<file path="src/rtl/gol_pkg.sv">
// Shared types and default grid dimensions for the Game of Life display path.
// Optional feature macro used by the scanner: GOL_SCAN_POPCOUNT_EN.
package gol_pkg;

   typedef enum logic {
      SCAN_IDLE = 1'b0,
      SCAN_SEND = 1'b1
   } scan_state_t;

   localparam int GOL_ROWS = 8;
   localparam int GOL_COLS = 8;

endpackage

</file>
<file path="src/rtl/gol_popcount.sv">
// Combinational population count of a W-bit vector.
// Only instantiated when GOL_SCAN_POPCOUNT_EN is defined.
module gol_popcount #(
   parameter int W = 64
) (
   input  logic [W-1:0]           bits_i,
   output logic [$clog2(W+1)-1:0] count_o
);

   localparam int CW = $clog2(W + 1);

   always_comb begin
      count_o = '0;
      for (int i = 0; i < W; i++) begin
         count_o = count_o + {{(CW - 1){1'b0}}, bits_i[i]};
      end
   end

endmodule

</file>
<file path="src/rtl/gol_grid_scanner.sv">
// Snapshots a flattened Game of Life grid and streams it one row per valid/ready beat.
// Define GOL_SCAN_POPCOUNT_EN to report the live-cell count of each captured frame.
module gol_grid_scanner
   import gol_pkg::*;
#(
   parameter int ROWS      = GOL_ROWS,
   parameter int COLS      = GOL_COLS,
   parameter int SKIP_SAME = 1
) (
   input  logic                            clk,
   input  logic                            reset_n,
   input  logic [ROWS*COLS-1:0]            grid_in,
   input  logic                            grid_valid,
   output logic [COLS-1:0]                 row_data,
   output logic [$clog2(ROWS)-1:0]         row_idx,
   output logic                            row_valid,
   input  logic                            row_ready,
   output logic                            busy,
   output logic                            frame_done,
   output logic [7:0]                      drop_cnt,
   output logic [$clog2(ROWS*COLS+1)-1:0]  live_count
);

   localparam int N  = ROWS * COLS;
   localparam int IW = $clog2(ROWS);
   localparam int CW = $clog2(N + 1);

   scan_state_t     state_q, state_d;
   logic [N-1:0]    snap_q, snap_d;
   logic [N-1:0]    lastGrid_q, lastGrid_d;
   logic [IW-1:0]   rowIdx_q, rowIdx_d;
   logic [7:0]      dropCnt_q, dropCnt_d;
   logic            frameDone_q, frameDone_d;
   logic            capture;
   logic            beat;
   logic [COLS-1:0] rowsOf [ROWS];

   // A repeat of the last captured grid is not worth a new frame when SKIP_SAME is set.
   assign capture = (state_q == SCAN_IDLE) && grid_valid
                    && ((SKIP_SAME == 0) || (grid_in != lastGrid_q));
   assign beat    = (state_q == SCAN_SEND) && row_ready;

   always_comb begin
      state_d     = state_q;
      snap_d      = snap_q;
      lastGrid_d  = lastGrid_q;
      rowIdx_d    = rowIdx_q;
      dropCnt_d   = dropCnt_q;
      frameDone_d = 1'b0;
      case (state_q)
         SCAN_IDLE: begin
            if (capture) begin
               snap_d     = grid_in;
               lastGrid_d = grid_in;
               rowIdx_d   = '0;
               state_d    = SCAN_SEND;
            end
         end
         SCAN_SEND: begin
            if (grid_valid && (dropCnt_q != 8'hFF)) begin
               dropCnt_d = dropCnt_q + 8'd1;
            end
            if (beat) begin
               if (rowIdx_q == IW'(ROWS - 1)) begin
                  state_d     = SCAN_IDLE;
                  rowIdx_d    = '0;
                  frameDone_d = 1'b1;
               end else begin
                  rowIdx_d = rowIdx_q + IW'(1);
               end
            end
         end
         default: state_d = SCAN_IDLE;
      endcase
   end

   always_ff @(posedge clk or negedge reset_n) begin
      if (!reset_n) begin
         state_q     <= SCAN_IDLE;
         snap_q      <= '0;
         lastGrid_q  <= '0;
         rowIdx_q    <= '0;
         dropCnt_q   <= '0;
         frameDone_q <= 1'b0;
      end else begin
         state_q     <= state_d;
         snap_q      <= snap_d;
         lastGrid_q  <= lastGrid_d;
         rowIdx_q    <= rowIdx_d;
         dropCnt_q   <= dropCnt_d;
         frameDone_q <= frameDone_d;
      end
   end

   // Row 0 sits in the most significant slice of the flattened grid.
   always_comb begin
      for (int r = 0; r < ROWS; r++) begin
         rowsOf[r] = snap_q[(ROWS - 1 - r) * COLS +: COLS];
      end
   end

   assign busy       = (state_q == SCAN_SEND);
   assign row_valid  = busy;
   assign row_idx    = rowIdx_q;
   assign row_data   = busy ? rowsOf[rowIdx_q] : '0;
   assign frame_done = frameDone_q;
   assign drop_cnt   = dropCnt_q;

`ifdef GOL_SCAN_POPCOUNT_EN
   logic [CW-1:0] gridPop;
   logic [CW-1:0] liveCount_q;

   gol_popcount #(.W(N)) u_popcount (
      .bits_i  (grid_in),
      .count_o (gridPop)
   );

   // Counted from grid_in at capture time, which is exactly what lands in the snapshot.
   always_ff @(posedge clk or negedge reset_n) begin
      if (!reset_n) begin
         liveCount_q <= '0;
      end else if (capture) begin
         liveCount_q <= gridPop;
      end
   end

   assign live_count = liveCount_q;
`else
   assign live_count = '0;
`endif

endmodule

</file>
<file path="config.mk">
export PLATFORM = sky130hd
export DESIGN_NAME = gol_grid_scanner
export DESIGN_NICKNAME = d
export VERILOG_FILES = /design/src/rtl/gol_pkg.sv /design/src/rtl/gol_popcount.sv /design/src/rtl/gol_grid_scanner.sv
export SDC_FILE = /design/constraint.sdc
export NUM_CORES = 1
export LEC_CHECK = 0
export CAP_MARGIN = 30
export CORE_MARGIN = 3
export CORE_UTILIZATION = 30
export CTS_BUF_LIST = sky130_fd_sc_hd__clkbuf_16
export DETAILED_ROUTE_END_ITERATION = 7
export SLEW_MARGIN = 20
export SYNTH_ARGS = -nofsm -noshare
export SYNTH_HDL_FRONTEND = slang
export SYNTH_SLANG_ARGS = --single-unit
</file>
<file path="constraint.sdc">
create_clock -name clk -period 6.83 [get_ports clk]
set_clock_uncertainty 0.2 [all_clocks]
set_input_delay 1.0245 -clock clk [delete_from_list [all_inputs] [get_ports clk]]
set_output_delay 1.0245 -clock clk [all_outputs]
set_load 0.005 [all_outputs]
</file>
Word-level counts from Yosys, hierarchy flattened:

Cells that the tools add are included.

* order comparisons: 1
* reductions and logical operators: 7
* shift-type cells: 0
* bitwise gates (word level): 2
* div/mod/pow operators: 0
* muxes and demuxes: 15
* multiply operators: 0
* $add $sub $neg: 2
* equality and inequality tests: 5

Operators with widths (number)
* $ne A64 B64 Y1: 1
* $bmux W8 S3: 1
* $mux W8: 3
* $mux W3: 3
* $add A8 B1 Y8 const B: 1
* $ne A8 B8 Y1 const B: 1
* $mux W1: 6
* $pmux W3 S2: 1
* $reduce_and A2 Y1: 3
* $ge A4 B4 Y1 const B: 1
* $logic_and A1 B1 Y1: 4
* $not A3 Y4: 1
* $add A3 B1 Y3 const B: 1
* $eq A3 B3 Y1 const B: 1
* $ne A2 B1 Y1 const B: 1
* $ne A2 B2 Y1 const B: 1
* $pmux W1 S2: 1
* $not A1 Y1: 1

* ROM bits: 0
* memories kept: 0
* logic and storage cells: 37
* RAM bits: 0
* bits in latches: 0
* register bits: 77
* output and inout bits: 29
* input port bits: 68

Logic depth before layout (Yosys ltp):

Gate-level depths: netlist (run 1).

* depth in word-level cells: 5
* mapped depth: 8
* mapped depth without buffers: 6

Worst setup path after synthesis (run 1):

No wires, ideal clock.

* kind: register -> output
* start point: reg rowIdx_q[0], in the netlist row_idx[0]
* end point: out row_data[0]
* required time: 5605 ps
* data arrival time: 1883 ps
* slack: 3723 ps
* cell stages (with the launch flop): 6
* cells stage by stage: dfrtp_1 -> clkbuf_1 -> buf_2 -> mux4_2 -> mux2i_1 -> nor2_1

* longest elaborated chain between the ends: 5

Ends and longest elaborated chain
* from (decl): RTL line gol_grid_scanner.sv:31 `logic [IW-1:0] rowIdx_q, rowIdx_d;`
* from (signal assigned): RTL line gol_grid_scanner.sv:89 `rowIdx_q <= rowIdx_d;`
* $not A3 Y4 (implied by the code): RTL line gol_grid_scanner.sv:105 `assign row_data = busy ? rowsOf[rowIdx_q] : '0;`
* $bmux W8 S3: RTL line gol_grid_scanner.sv:105
* $mux W8 (implied by the code) (2 in a row): RTL line gol_grid_scanner.sv:105
* $mux W8: RTL line gol_grid_scanner.sv:105
* to (decl): RTL line gol_grid_scanner.sv:14 `output logic [COLS-1:0] row_data,`

Every way passes these cells. The select of a mux whose other input is x is not followed.

Worst setup path after layout (run 1):

* start point: in grid_in[36]
* end point: reg lastGrid_q[13]

* longest elaborated chain between the ends: 3

Ends and longest elaborated chain
* from (decl): RTL line gol_grid_scanner.sv:12 `input logic [ROWS*COLS-1:0] grid_in,`
* $ne A64 B64 Y1: RTL line gol_grid_scanner.sv:40 `&& ((SKIP_SAME == 0) || (grid_in != lastGrid_q));`
* $logic_and A1 B1 Y1: RTL line gol_grid_scanner.sv:40
* $reduce_and A2 Y1 (no line)
* to (signal assigned): RTL line gol_grid_scanner.sv:88 `lastGrid_q <= lastGrid_d;`
* to (decl): RTL line gol_grid_scanner.sv:30 `logic [N-1:0] lastGrid_q, lastGrid_d;`

Every way passes these cells.
A chain may end at the register's enable or synchronous reset.

==> flow_summary.toml, run 1 <==
[clock_network]
cts_num_sinks = 77
root_buffer = "clkbuf_16"
cts_tree = "yes"
htree_levels = 3
clk_path_buf_depth = 2
cts_resized = 0
postCtsSetupBuffers = 0
clk_latency_ns = 0.33
cts-buffers-inserted = 9
holdBufCountCts = 0
clk_pin_slew_ns = 0.06

[sta]
fin_crit_sh = 0.553
hold_viol = 0
slew_headroom = 0.355
worst_slew_pin_slew_ns = 0.967
timing.hold.ws_ns = 0.297
setup-violations-final = 0
min_period_ns = 3.78
drv_slew = 0
rsz0062_at_grt = "no"
fmax_mhz = 265
setup_tns_ns = 0

[worst_setup_path]
cp.required_ns = 6.84
path_class = "input port to flip-flop"
start_kind = "input port"
critical_path_peak_fanout = 40
worstPathArrival_ns = 3.79
end_kind = "flip-flop"

[die]
rows = 42
fp.dieH_um = 124
core_um2 = 13500
io_pins = 97
die-width_um = 124
fp.dieArea_um2 = 15400
initial_core_util = 0.312

[pwr]
max-vdd-ir-drop_mv = 0.191
p_leak_uw = 0.00227
power.density_nw_per_um2 = 460
finalPower_uw = 2560

[synthesis]
yosys.area.top_type = "dfrtp_1"
avgSynthCellArea_um2 = 13.2
synth_common_cells = "dfrtp_1, xor2_1, mux2_2"
synth.area.top_cells = "dfrtp_1, mux2_2, xor2_1"
synth-edff-count = 0
ys_ff_latch = 77
synth_cells = 317
synth_flop_cell = "dfrtp_1"
ys_warn_count = 0
synthArstFlopShare = 1.00
ys_seq_area_frac = 0.459
synth_area_um2 = 4200
yosysUniqueCellTypes = 26
yosys.cell_count.top_type = "dfrtp_1"
yosysTopAreaCellShare = 0.459

[cells_and_area]
area_growth_pct = 32.6
nets = 477
finish.utilization = 0.414
fin_cells = 585
drive_gt1_frac = 0.235
nFillCells = 1324
diodes = 0

[routing]
drt_iter0_drc = 120
totalWireLength_um = 10800
ant_nets = 0
num_vias = 2785
first_pass_iters = 4
via_per_inst = 4.76
post-route-drc-count = 0
wl_per_cell_um = 18.4

[global_route]
grt_pass1_vias = 3069
antenna_found_initial = 0
grt_pass1_wl_um = 17000
grt_max_degree = 44
grt_use_total = 0.141
grt_overflow = 0

[outcome]
status = "complete, no violations"

[place]
io_buffers = 89
dpl.hpwl_um = 8050
gp_routability_congestion = 0.773
dp_cells = 571

[worst_hold_path]
hold_class = "flip-flop to flip-flop"

[run]
maxCapViolCount = 0
## layout make-up
type | count | area (um^2) | share of cell area
clock buffers | 9 | 225 | 0.0405
clock inverters | 5 | 101 | 0.0182
inverters | 1 | 3.75 | 0.000674
multi-input cells | 225 | 2160 | 0.388
flip-flops and latches | 77 | 1930 | 0.346
well taps | 176 | 220 | 0.0396
repair buffers | 92 | 931 | 0.167
## logic make-up after synthesis
family / Yosys count / share of synthesized area
muxes: 89 / 0.279
buffers and inverters: 21 / 0.0340
xor gates and xnor gates: 71 / 0.148
and+or+nand+nor: 50 / 0.0632
DFF: 77 / 0.459
other: 1 / 0.000893
AOI/OAI and AO/OA: 5 / 0.00656
adders and majority gates: 3 / 0.00894
## power by group
part	internal [uW]	switching [uW]	leakage [uW]	total [uW]
clock network	352	185	0.000155	537
registers	684	252	0.000923	936
logic	681	410	0.00119	1090
total	1720	847	0.00227	2560
## sequential cells by signal (all words and copies together) (netlist names)
register / flops
busy: 1
drop_cnt: 8
frame_done: 1
lastGrid_q: 64
row_idx: 3
## per-stage QoR
stage | instance area [um^2] | worst slack [ns]
final | 5570 | 3.05
after floorplan | 4220 | 3.72
after global routing | 5570 | 2.88
after global placement | 5210 | 2.72
after CTS | 5570 | 3.00
after detailed placement | 5240 | 2.67
## cells in the final DEF (no fill, tap or decap), drive strengths merged, types with 4 or more instances in the layout
master / Yosys / layout
dfrtp: 77 / 77
clkbuf: 4 / 9
xnor2: 6 / 6
buf: 16 / 4
clkdlybuf4s50: 0 / 88
conb: 1 / 7
nor4: 17 / 17
nor2: 10 / 10
mux4: 16 / 16
mux2: 65 / 65
xor2: 65 / 65
and3: 4 / 4
nand2: 11 / 11
mux2i: 8 / 8
nand4: 6 / 6
## routing by layer
layer	global-route usage	up-vias	routed length (um)
li1	-	1305	-
met1	0.197	1383	5160
met2	0.224	89	5050
met3	0.0330	8	465
met4	0.0329	0	80
met5	0	-	0
## path summary, 6_finish.rpt
check | start | to | slack, ns | cells after the start
worst max-delay path | grid_in[36] | lastGrid_q[13]$_DFFE_PN0P_ | 3.05 | 8
worst min-delay path | drop_cnt[7]$_DFFE_PN0P_ | drop_cnt[7]$_DFFE_PN0P_ | 0.30 | 1
worst max register to register | lastGrid_q[36]$_DFFE_PN0P_ | lastGrid_q[13]$_DFFE_PN0P_ | 3.77 | 7
worst min register to register | drop_cnt[7]$_DFFE_PN0P_ | drop_cnt[7]$_DFFE_PN0P_ | 0.30 | 1
max in group asynchronous | reset_n | lastGrid_q[15]$_DFFE_PN0P_ | 5.39 | 2
min in group asynchronous | reset_n | lastGrid_q[33]$_DFFE_PN0P_ | 0.46 | 1
## worst max-delay path, cell delays in order
cell	delay, ns
clkdlybuf4s50_1	0.44
xor2_1	0.16
nor4_1	0.54
nand4_1	0.18
nor4_2	0.45
nor2_4	0.25
buf_4	0.36
mux2_1	0.37
No activity file was read; power rests on OpenSTA's default activity.
==> inputs of run 2 (changes only) <==
==> constraint.sdc (replaced) <==
create_clock -name clk -period 4 [get_ports clk]
set_clock_uncertainty 0.2 [all_clocks]
set_input_delay 0.6 -clock clk [delete_from_list [all_inputs] [get_ports clk]]
set_output_delay 0.6 -clock clk [all_outputs]
set_load 0.005 [all_outputs]
==> run 2 against run 1 <==
  * Via count is 1.3% higher
  * Die area is the same
  * Utilization increased by 0.40 points
  * Critical path depth is 4 lower
  * Clock power rose by 71%
  * Critical endpoint is now row_data[6]
  * Highest routed layer unchanged
==> flow_summary.toml, run 2 (synthesis gave the netlist of run 1 again) <==
[routing]
wl_per_cell_um = 18.2
first_pass_iters = 4
via_per_inst = 4.77
ant_nets = 0
totalWireLength_um = 10800
num_vias = 2822
post-route-drc-count = 0
drt_iter0_drc = 99

[place]
dp_cells = 575
gp_routability_congestion = 0.757
io_buffers = 89
dpl.hpwl_um = 8290

[die]
fp.dieH_um = 124
die-width_um = 124
initial_core_util = 0.312
core_um2 = 13500
fp.dieArea_um2 = 15400
rows = 42
io_pins = 97

[sta]
hold_viol = 0
fin_crit_sh = 0.804
setup-violations-final = 0
rsz0062_at_grt = "no"
slew_headroom = 0.390
min_period_ns = 3.22
worst_slew_pin_slew_ns = 0.915
drv_slew = 0
setup_tns_ns = 0
fmax_mhz = 311
timing.hold.ws_ns = 0.301

[clock_network]
htree_levels = 3
clk_path_buf_depth = 2
root_buffer = "clkbuf_16"
postCtsSetupBuffers = 0
clk_latency_ns = 0.34
cts-buffers-inserted = 9
cts_tree = "yes"
clk_pin_slew_ns = 0.06
cts_num_sinks = 77

[pwr]
max-vdd-ir-drop_mv = 0.263
seq_power_share = 0.365
p_switching_uw = 1450
swShare = 0.329
clockPowerShare = 0.208
p_leak_uw = 0.00230
power.density_nw_per_um2 = 783
combPwrFrac = 0.427
p_int_uw = 2950

[worst_hold_path]
hold_class = "flip-flop to flip-flop"

[global_route]
grt_pass1_wl_um = 17600
grt_max_degree = 51
grt_overflow = 0
grt_use_total = 0.146
grt_pass1_vias = 3129
antenna_found_initial = 0

[cells_and_area]
nets = 482
diodes = 0
largest_reg_flops = 64
fin_cells = 591
drive_gt1_frac = 0.241
area_growth_pct = 33.9
final_cell_mix = "clkdlybuf4s50_1, dfrtp_1, xor2_1"
top_register = "lastGrid_q"
layout.cells.most_common = "clkdlybuf4s50_1"

[worst_setup_path]
critical_path_peak_fanout = 18
worstPathArrival_ns = 2.42
path_class = "flip-flop to output pin"
start_kind = "flip-flop"
end_kind = "output pin"
cp.required_ns = 3.20

[outcome]
status = "complete, no violations"

[run]
maxCapViolCount = 0
-- run 2: final cells by class --
type                            count  area, um^2
Clock inverter                      6         103
Fill cell                        1301        7830
Sequential cell                    77        1930
Tap cell                          176         220
Clock buffer                        9         225
Timing Repair Buffer               97         983
Multi-Input combinational cell    225        2160
Inverter                            1        3.75
-- run 2: per-layer routing --
metal  wire, um  track usage  part of all wire
met1       4900        0.198              0.46
met2       5160        0.233              0.48
met3        599       0.0309             0.056
met4        108       0.0503             0.010
met5          0            0                 0
-- run 2: worst paths after layout --
kind / from / endpoint / slack (ns) / depth (start not counted)
max: row_idx[1]$_DFFE_PN0P_ / row_data[6] / 0.78 / 4
min: drop_cnt[7]$_DFFE_PN0P_ / drop_cnt[7]$_DFFE_PN0P_ / 0.30 / 1
max reg2reg: lastGrid_q[39]$_DFFE_PN0P_ / lastGrid_q[10]$_DFFE_PN0P_ / 1.14 / 8
min reg2reg: drop_cnt[7]$_DFFE_PN0P_ / drop_cnt[7]$_DFFE_PN0P_ / 0.30 / 1
max in group asynchronous: reset_n / drop_cnt[7]$_DFFE_PN0P_ / 2.51 / 3
min in group asynchronous: reset_n / lastGrid_q[49]$_DFFE_PN0P_ / 0.52 / 2
-- run 2: power by group through the flow --
stage | Clock, uW | Sequential (uW) | Combinational (uW)
floorplan | 0 | 1450 | 1280
global placement | 0 | 1600 | 1870
detailed placement | 0 | 1620 | 1900
CTS | 937 | 1610 | 1920
global route | 978 | 1670 | 2060
finish | 918 | 1610 | 1880
-- run 2: worst max-delay path, cell delays in order, from the launching register on --
cell and delay, ns:
dfrtp_1 0.94, mux4_2 0.37, mux2i_1 0.08, nor2_1 0.15, clkdlybuf4s50_1 0.54
-- run 2: what timing repair did --
action,CTS,global route
endpoints found under the hold margin,6,0
hold buffers,1,0
gates resized for setup,0,0
-- run 2: metrics by stage --
| stage | total power (uW) | instance area [um^2] | setup slack [ns] | util |
|---|---|---|---|---|
| 6_report | 4400 | 5620 | 0.783 | 0.418 |
| 5_1_grt | 4710 | 5620 | 0.646 | 0.418 |
| 4_1_cts | 4470 | 5620 | 0.735 | 0.418 |
| 3_5_place_dp | 3530 | 5280 | 0.504 | 0.393 |
| 3_3_place_gp | 3470 | 5260 | 0.572 | 0.391 |
| 2_1_floorplan | 2730 | 4220 | 1.32 | - |
